$ cat src/rtl/execute_unit.sv
// RV32I execute stage: ALU, branch and address generation behind a one-entry
// output register, with an optional one-bit-per-cycle shifter.
module execute_unit #(
    parameter bit SERIAL_SHIFT = 1'b1
) (
    input  logic        clk,
    input  logic        reset,
    input  logic        in_valid,
    output logic        in_ready,
    input  logic [31:0] pc,
    input  logic [6:0]  opcode,
    input  logic [2:0]  funct3,
    input  logic        funct7_5,
    input  logic [4:0]  rd,
    input  logic        rd_valid,
    input  logic [31:0] imm,
    input  logic [31:0] rs1_data,
    input  logic [31:0] rs2_data,
    input  logic        flush,
    output logic        out_valid,
    input  logic        out_ready,
    output logic [31:0] result,
    output logic [4:0]  out_rd,
    output logic        rd_we,
    output logic        mem_op,
    output logic        illegal,
    output logic        br_taken,
    output logic [31:0] br_target
);

    localparam logic [6:0] OP_LUI    = 7'b0110111;
    localparam logic [6:0] OP_AUIPC  = 7'b0010111;
    localparam logic [6:0] OP_JAL    = 7'b1101111;
    localparam logic [6:0] OP_JALR   = 7'b1100111;
    localparam logic [6:0] OP_BRANCH = 7'b1100011;
    localparam logic [6:0] OP_LOAD   = 7'b0000011;
    localparam logic [6:0] OP_STORE  = 7'b0100011;
    localparam logic [6:0] OP_IMM    = 7'b0010011;
    localparam logic [6:0] OP_REG    = 7'b0110011;

    typedef enum logic [1:0] {IDLE, SHIFT, HOLD} state_t;
    typedef enum logic [1:0] {SH_LL, SH_RL, SH_RA} shift_t;

    state_t state, state_nx;

    logic signed [31:0] rs1_s, rs2_s, opb_s;
    logic [31:0] opb;
    logic [4:0]  shamt;
    logic        is_reg;
    logic        accept;
    logic        serial_start;

    logic [31:0] result_p0, br_target_p0;
    logic        rd_we_p0, mem_op_p0, illegal_p0, br_taken_p0, shift_p0;
    shift_t      kind_p0;

    logic [31:0] result_p1, br_target_p1;
    logic [4:0]  rd_p1, cnt_p1;
    logic        rd_we_p1, mem_op_p1, illegal_p1, br_taken_p1;
    shift_t      kind_p1;

    function automatic logic [31:0] shift_step(input logic [31:0] v, input shift_t kind);
        case (kind)
            SH_LL:   return {v[30:0], 1'b0};
            SH_RL:   return {1'b0, v[31:1]};
            default: return {v[31], v[31:1]};
        endcase
    endfunction

    assign is_reg = (opcode == OP_REG);
    assign opb    = is_reg ? rs2_data : imm;
    assign shamt  = is_reg ? rs2_data[4:0] : imm[4:0];
    assign rs1_s  = $signed(rs1_data);
    assign rs2_s  = $signed(rs2_data);
    assign opb_s  = $signed(opb);

    // Stage p0: combinational decode and execute of the offered bundle
    always_comb begin
        result_p0    = '0;
        br_target_p0 = '0;
        rd_we_p0     = 1'b0;
        mem_op_p0    = 1'b0;
        illegal_p0   = 1'b0;
        br_taken_p0  = 1'b0;
        shift_p0     = 1'b0;
        kind_p0      = SH_LL;
        case (opcode)
            OP_LUI: begin
                result_p0 = imm;
                rd_we_p0  = 1'b1;
            end
            OP_AUIPC: begin
                result_p0 = pc + imm;
                rd_we_p0  = 1'b1;
            end
            OP_JAL: begin
                result_p0    = pc + 32'd4;
                br_target_p0 = pc + imm;
                br_taken_p0  = 1'b1;
                rd_we_p0     = 1'b1;
            end
            OP_JALR: begin
                if (funct3 == 3'b000) begin
                    result_p0    = pc + 32'd4;
                    br_target_p0 = (rs1_data + imm) & ~32'd1;
                    br_taken_p0  = 1'b1;
                    rd_we_p0     = 1'b1;
                end else begin
                    illegal_p0 = 1'b1;
                end
            end
            OP_BRANCH: begin
                br_target_p0 = pc + imm;
                case (funct3)
                    3'b000:  br_taken_p0 = (rs1_data == rs2_data);
                    3'b001:  br_taken_p0 = (rs1_data != rs2_data);
                    3'b100:  br_taken_p0 = (rs1_s < rs2_s);
                    3'b101:  br_taken_p0 = !(rs1_s < rs2_s);
                    3'b110:  br_taken_p0 = (rs1_data < rs2_data);
                    3'b111:  br_taken_p0 = !(rs1_data < rs2_data);
                    default: begin
                        illegal_p0   = 1'b1;
                        br_target_p0 = '0;
                    end
                endcase
            end
            OP_LOAD: begin
                case (funct3)
                    3'b000, 3'b001, 3'b010, 3'b100, 3'b101: begin
                        result_p0 = rs1_data + imm;
                        mem_op_p0 = 1'b1;
                    end
                    default: illegal_p0 = 1'b1;
                endcase
            end
            OP_STORE: begin
                case (funct3)
                    3'b000, 3'b001, 3'b010: begin
                        result_p0 = rs1_data + imm;
                        mem_op_p0 = 1'b1;
                    end
                    default: illegal_p0 = 1'b1;
                endcase
            end
            OP_IMM, OP_REG: begin
                rd_we_p0 = 1'b1;
                case (funct3)
                    3'b000:  result_p0 = (is_reg && funct7_5) ? rs1_data - opb : rs1_data + opb;
                    3'b001: begin
                        shift_p0  = 1'b1;
                        kind_p0   = SH_LL;
                        result_p0 = rs1_data << shamt;
                    end
                    3'b010:  result_p0 = {31'd0, rs1_s < opb_s};
                    3'b011:  result_p0 = {31'd0, rs1_data < opb};
                    3'b100:  result_p0 = rs1_data ^ opb;
                    3'b101: begin
                        shift_p0  = 1'b1;
                        kind_p0   = funct7_5 ? SH_RA : SH_RL;
                        result_p0 = funct7_5 ? $unsigned(rs1_s >>> shamt) : rs1_data >> shamt;
                    end
                    3'b110:  result_p0 = rs1_data | opb;
                    default: result_p0 = rs1_data & opb;
                endcase
            end
            default: illegal_p0 = 1'b1;
        endcase
        rd_we_p0 = rd_we_p0 && rd_valid && (rd != 5'd0);
    end

    assign serial_start = SERIAL_SHIFT && shift_p0 && (shamt != 5'd0);
    assign accept       = in_valid && in_ready && !flush;

    always_ff @(posedge clk) begin
        if (reset) state <= IDLE;
        else       state <= state_nx;
    end

    always_comb begin
        state_nx = state;
        if (flush) begin
            state_nx = IDLE;
        end else begin
            case (state)
                IDLE:    if (accept) state_nx = serial_start ? SHIFT : HOLD;
                SHIFT:   if (cnt_p1 == 5'd1) state_nx = HOLD;
                HOLD:    if (out_ready) state_nx = accept ? (serial_start ? SHIFT : HOLD) : IDLE;
                default: state_nx = IDLE;
            endcase
        end
    end

    always_comb begin
        in_ready  = (state == IDLE) || ((state == HOLD) && out_ready);
        out_valid = (state == HOLD);
        result    = result_p1;
        br_target = br_target_p1;
        out_rd    = rd_p1;
        rd_we     = out_valid && rd_we_p1;
        mem_op    = out_valid && mem_op_p1;
        illegal   = out_valid && illegal_p1;
        br_taken  = out_valid && br_taken_p1;
    end

    // Stage p1: output register, doubling as the serial shift accumulator
    always_ff @(posedge clk) begin
        if (reset) begin
            result_p1    <= '0;
            br_target_p1 <= '0;
            rd_p1        <= '0;
            cnt_p1       <= '0;
            rd_we_p1     <= 1'b0;
            mem_op_p1    <= 1'b0;
            illegal_p1   <= 1'b0;
            br_taken_p1  <= 1'b0;
            kind_p1      <= SH_LL;
        end else if (flush) begin
            cnt_p1 <= '0;
        end else if (accept) begin
            result_p1    <= serial_start ? rs1_data : result_p0;
            cnt_p1       <= serial_start ? shamt : 5'd0;
            br_target_p1 <= br_target_p0;
            rd_p1        <= rd;
            rd_we_p1     <= rd_we_p0;
            mem_op_p1    <= mem_op_p0;
            illegal_p1   <= illegal_p0;
            br_taken_p1  <= br_taken_p0;
            kind_p1      <= kind_p0;
        end else if (state == SHIFT) begin
            result_p1 <= shift_step(result_p1, kind_p1);
            cnt_p1    <= cnt_p1 - 5'd1;
        end
    end

endmodule

$ cat config.mk
export PLATFORM = sky130hd
export DESIGN_NAME = execute_unit
export DESIGN_NICKNAME = d
export VERILOG_FILES = /design/src/rtl/execute_unit.sv
export SDC_FILE = /design/constraint.sdc
export NUM_CORES = 1
export LEC_CHECK = 0
export CORE_AREA = 4 4 245 247
export CTS_CLUSTER_DIAMETER = 50
export DETAILED_ROUTE_END_ITERATION = 10
export DIE_AREA = 0 0 249 251
export REMOVE_ABC_BUFFERS = 1
export SLEW_MARGIN = 20
export SYNTH_ARGS = -nofsm -noshare
export SYNTH_HDL_FRONTEND = slang
export SYNTH_SLANG_ARGS = --single-unit
export TNS_END_PERCENT = 30
$ cat constraint.sdc
create_clock -name clk -period 14.74 [get_ports clk]
set_input_delay 2.948 -clock clk [delete_from_list [all_inputs] [get_ports clk]]
set_output_delay 2.948 -clock clk [all_outputs]
set_load 0.02 [all_outputs]
# Word-level counts from Yosys, hierarchy flattened
# Cells that the tools add are included.
totals:
  mem_bits_rw: 0
  in_bits: 150
  regBits: 82
  latch_bits: 0
  out_inout_bits: 75
  n_memories: 0
  rom_bits: 0
  elab_cells: 128
op_classes:
  n_div: 0
  reduce_logical: 33
  n_addsub: 6
  bitwise_logic: 4
  mux: 42
  n_shift: 3
  n_mul: 0
  eq_ne: 25
  magnitude_cmp: 4
op_table:
  columns: ["operator", "n"]
  rows:
  - ["$pmux W32 S7", 2]
  - ["$mux W32", 11]
  - ["$lt A32 B32 Y1", 4]
  - ["$add A32 B32 Y32", 3]
  - ["$pmux W32 S3", 1]
  - ["$pmux W32 S2", 1]
  - ["$add A32 B3 Y32 const B", 1]
  - ["$and A32 B32 Y32", 1]
  - ["$eq A32 B32 Y1", 1]
  - ["$ne A32 B32 Y1", 1]
  - ["$or A32 B32 Y32", 1]
  - ["$shl A32 B5 Y32", 1]
  - ["$shr A32 B5 Y32", 1]
  - ["$sshr A32 B5 Y32", 1]
  - ["$sub A32 B32 Y32", 1]
  - ["$xor A32 B32 Y32", 1]
  - ["$eq A7 B6 Y1 const B", 3]
  - ["$eq A7 B7 Y1 const B", 3]
  - ["$mux W5", 4]
  - ["$mux W2", 8]
  - ["$eq A7 B5 Y1 const B", 2]
  - ["$eq A3 B3 Y1 const B", 4]
  - ["$logic_and A1 B1 Y1", 11]
  - ["$reduce_bool A5 Y1", 2]
  - ["other kinds (28)", 48]

# Logic depth before layout (Yosys ltp)
depth:
  ltp_word: 9
  mapped_depth: 21

# Least setup slack after synthesis
# OpenSTA, ideal clock, no wires.
synth_timing:
  path_kind: "input port to flip-flop"
  from: "input opcode[2]"
  to: "register result_p1[31] (netlist: result[31])"
  path_buffers: 5
  arrival_ns: 7.170
  setup_time_ns: 0.074
  stages: 20
  required_ns: 14.666
  setup_slack_ns: 7.496
  path_cell_list: "buf_6 nor4bb_2 buf_4 nand3_1 and2_1 clkbuf_1 inv_1 clkbuf_1 buf_1 ha_1 a211oi_1 nor2_1 or3_1 a221oi_2 o211a_1 o41ai_1 o41a_1 a31o_2 a21o_1 a31oi_1"
synth_via:
  elab_chain_len: 8
  word_cells_on_any_way: 29
synth_lines:
  columns: ["element", "line", "text"]
  rows:
  - ["start, declared", "11", "input logic [6:0] opcode,"]
  - ["$eq A7 B6 Y1", "70, 87", null]
  - ["$mux W32 / $mux W5 (equally long branches)", "71, 72", null]
  - ["$add A32 B32 Y32, or another cell as far along", "148", "3'b000: result_p0 = (is_reg && funct7_5) ? rs1_data - opb : rs1_data + opb;"]
  - ["$mux W32, on equally long branches", "148, 160", null]
  - ["$pmux W32 S7", "147", "case (funct3)"]
  - ["$pmux W32 S7", "87", "case (opcode)"]
  - ["$mux W32 *", "220", "result_p1 <= serial_start ? rs1_data : result_p0;"]
  - ["$mux W32 *", "219", "end else if (accept) begin"]
  - ["end signal, assigned", "220", null]
  - ["end signal, assigned", "230", "result_p1 <= shift_step(result_p1, kind_p1);"]
  - ["end, declared", "57", "logic [31:0] result_p1, br_target_p1;"]
# Mark *: on every way between the ends. The rest lies on a longest branch, timed or not.
# A chain may end at the register's enable or synchronous reset.

# Worst setup path after layout
layout_timing:
  from: "input opcode[5]"
  to: "register result_p1[31] (netlist: result[31])"
# The elaborated chain is that of the path after synthesis.

==> flow_metrics.tcl <==
set metrics [dict create \
    run_status "finished, final reports clean" \
    hold_violations 0 \
    initial_core_util_pct 34.8 \
    clock_skew_ps 9.38 \
    clock_latency_ps 400 \
    swShare_pct 50.4 \
    cts-htree-levels 3 \
    internal_power_uw 623 \
    synth_xor_area_share_pct 4.85 \
    rr_worst_depth 10 \
    die-area_um2 62500 \
    rows 88 \
    finalSetupTns_ps 0 \
    synth_cells 3031 \
    cp_slowest_cell "inv_1" \
    num-fill-cells 6227 \
    ys_seq_area_share_pct 8.20 \
    die_y_um 251 \
    drive_above_1_share_pct 5.32 \
    nNetsFinal 3478 \
    numClockSinks 82 \
    ios 225 \
    synth_edf_count 0 \
    cts_made_buffers 9 \
    switchingPower_uw 633 \
    ctsResizeCount 0 \
    drv_cap 0 \
    holdPathStages 2 \
    path_cells "clkdlybuf4s50_1 -> buf_4 -> nor4bb_4 -> buf_4 -> nand3_1 -> and2_1 -> buf_4 -> inv_1 -> ha_1 -> a211oi_1 -> nor2_1 -> or3_1 -> a221oi_2 -> o211a_1 -> o41ai_1 -> o41a_1 -> a31o_2 -> a21o_1 -> a31oi_1" \
    synth-compound-area-share_pct 40.1 \
    p_seq_share_pct 18.7 \
    dr.pass1.iters 9 \
    grt_max_degree 71 \
    vdd_drop_max_uv 67.2 \
    dpl.hpwl_mm 88.5 \
    fin_crit_ps 8670 \
    crit_arrival_ps 8990 \
    synth_top_family_by_area "compound AO/OA/AOI/OAI gates" \
    p_per_area_nw_per_um2 54.0 \
    fmax_mhz 115 \
    drtAntennaViolNets 0 \
    core_um2 57600 \
    worst_pin_slew_ps 1080 \
    drc 0 \
    setup_viol 0 \
    clkTransAtPathRegs_ps 70 \
    cts_setup_buffers 0 \
    via_count 25821 \
    setup.worst_path.end_class "register" \
    grt_overflow 0 \
    syn_area_um2 20000 \
    register_area_um2 1640 \
    synthSimpleGateAreaFrac_pct 23.1 \
    r2r-end "result[27]$_SDFFE_PP0P_" \
    r2r-start "state[0]$_SDFFE_PP0P_" \
    rsz0062_at_grt "no" \
    max_slew_margin_pct 27.1 \
    clockBufferDepth 2 \
    path_max_fanout 33 \
    crit_path_max_incr_delay_ps 700 \
    crit_type "in -> reg" \
    synth.distinct_cells 103 \
    pwr-share-comb_pct 61.1 \
    antenna_found_initial 4 \
    route.detailed.wl_per_inst_um 28.7 \
    area_growth_pct 16.2 \
    critPathLaunchType "primary input" \
    placed_cell_area_um2 23000 \
    ys.flop_type "dfxtp_1" \
    wl_mm 112 \
    cts_tree "yes" \
    place_congestion 1.07 \
    clockPowerShare_pct 20.2 \
    port_buffers 224 \
    r2r_slack_ps 11150 \
    drtIter0Drc 3658 \
    hold_buffers 0 \
    clk_root_buffer_cell "clkbuf_16" \
    grt_pass1_wl_mm 162 \
    grt.total_usage_pct 33.8 \
    die_x_um 249 \
    critPathRequiredTime_ps 15070 \
    synthMuxAreaShare_pct 4.51 \
    post-route-cell-area_um2 23300 \
    ys_warn_count 0 \
    via_per_inst 6.61 \
    p_leak_uw 0.00913 \
    slew_viol_final 0 \
    hold_end "mem_op_p1$_SDFFE_PP0P_" \
    synth_fa_ha_area_share_pct 12.0 \
    synth-async-reset-ratio_pct 0 \
    finalCritPeriodShare_pct 58.8 \
    cp_common_cell "buf_4" \
    layout_common_cells "a21oi_1, nand2_1, o21ai_0, clkdlybuf4s50_1, nor2_1" \
    grt_pass1_vias 23844 \
    final_common_cell "a21oi_1" \
    synth_seq_cells 82 \
    min_path_type "reg -> reg" \
    multi_input_area_um2 17000 \
    syn_area_per_cell_um2 6.61 \
    hold_start "mem_op_p1$_SDFFE_PP0P_" \
]
## per-stage QoR
stage / worst slack [ps] / hold WS [ps] / util (%) / power [µW] / std cells
after floorplan: 5060 / 421 / - / 681 / 2828
after detailed placement: 5850 / 446 / 39.9 / 974 / 3891
final: 6070 / 452 / 40.4 / 1260 / 3908
after global routing: 5940 / 465 / 40.4 / 1310 / 3907
after CTS: 6270 / 455 / 40.4 / 1230 / 3907
after global placement: 5840 / 443 / 39.9 / 980 / 3891
## sequential cells by signal (all words and copies together) (netlist names)
signal	count
out_rd	5
state	2
cnt_p1	5
illegal_p1	1
result	32
rd_we_p1	1
br_target	32
kind_p1	2
br_taken_p1	1
mem_op_p1	1
## Yosys cell counts (all sizes together), types with 22 or more instances
library cell / number / area share, %
nor3: 80 / 2.1
nor2: 229 / 4.3
o211ai: 62 / 2.3
dfxtp: 82 / 8.2
o31ai: 29 / 1.1
nand2b: 51 / 1.6
xor2: 34 / 1.5
nand2: 286 / 5.4
a211oi: 87 / 3.3
nand4: 34 / 1.1
nand3: 161 / 4.2
mux2i: 70 / 3.5
a21oi: 341 / 8.5
o21ai: 276 / 7.0
o21bai: 29 / 1.1
inv: 157 / 2.9
clkbuf: 147 / 2.8
buf: 56 / 1.5
o22ai: 23 / 0.72
o21a: 24 / 0.90
a22oi: 66 / 2.5
a221oi: 30 / 1.4
xnor2: 77 / 3.4
a21o: 51 / 1.9
o221ai: 24 / 1.0
and3: 22 / 0.69
nor4: 22 / 0.72
ha: 188 / 12
a31oi: 42 / 1.3
## logic make-up (layout without fill, tap and decap cells)
kind of cell / after synthesis / in the layout
flip-flops: 82 / 82
AO/OA/AOI/OAI: 1232 / 1232
AND/OR/NAND/NOR: 971 / 971
other: 0 / 1
adder cells (fa/ha/maj): 191 / 191
XOR/XNOR: 111 / 111
buffers and inverters: 362 / 473
multiplexers: 82 / 82
## area by class of cell
type / instances / area share (%)
Clock inverter: 3 / 0.0914
Multi-Input combinational cell: 2587 / 73.0
Clock buffer: 13 / 1.16
Timing Repair Buffer: 298 / 12.0
Sequential cell: 82 / 7.05
Antenna cell: 1 / 0.0108
Tap cell: 765 / 4.11
Inverter: 159 / 2.56
## how the worst max path moves through the flow
stage | from | end | slack, ps | depth (start not counted)
floorplan | opcode[3] | result[31]$_SDFFE_PP0P_ | 5060 | 15
global placement | opcode[5] | result[31]$_SDFFE_PP0P_ | 5840 | 19
global route | opcode[5] | result[20]$_SDFFE_PP0P_ | 5940 | 19
detailed placement | opcode[5] | result[31]$_SDFFE_PP0P_ | 5850 | 19
CTS | opcode[5] | result[31]$_SDFFE_PP0P_ | 6270 | 19
finish | opcode[5] | result[31]$_SDFFE_PP0P_ | 6070 | 19
## layer usage
metal | vias to the layer above | track usage [%] | part of all wire [%]
li1 | 11653 | - | -
met1 | 12226 | 46.4 | 42
met2 | 1657 | 50.8 | 42
met3 | 279 | 6.36 | 11
met4 | 6 | 16.5 | 5.5
met5 | - | 0 | 0.061
## worst max-delay path: cells and delay by family
family                     cells  cell delay [ps]
adders and majority gates      1              450
and+or+nand+nor                5             1280
AOI/OAI and AO/OA              8             2110
buffers and inverters          5             2110
## power groups by stage
| stage | Sequential [µW] | Clock [µW] | Combinational, µW |
|---|---|---|---|
| after floorplan | 242 | 0 | 438 |
| after global placement | 240 | 0 | 740 |
| after detailed placement | 240 | 0 | 734 |
| after CTS | 235 | 257 | 738 |
| after global routing | 236 | 260 | 814 |
| final | 235 | 254 | 767 |
No activity file was read; power rests on OpenSTA's default activity.
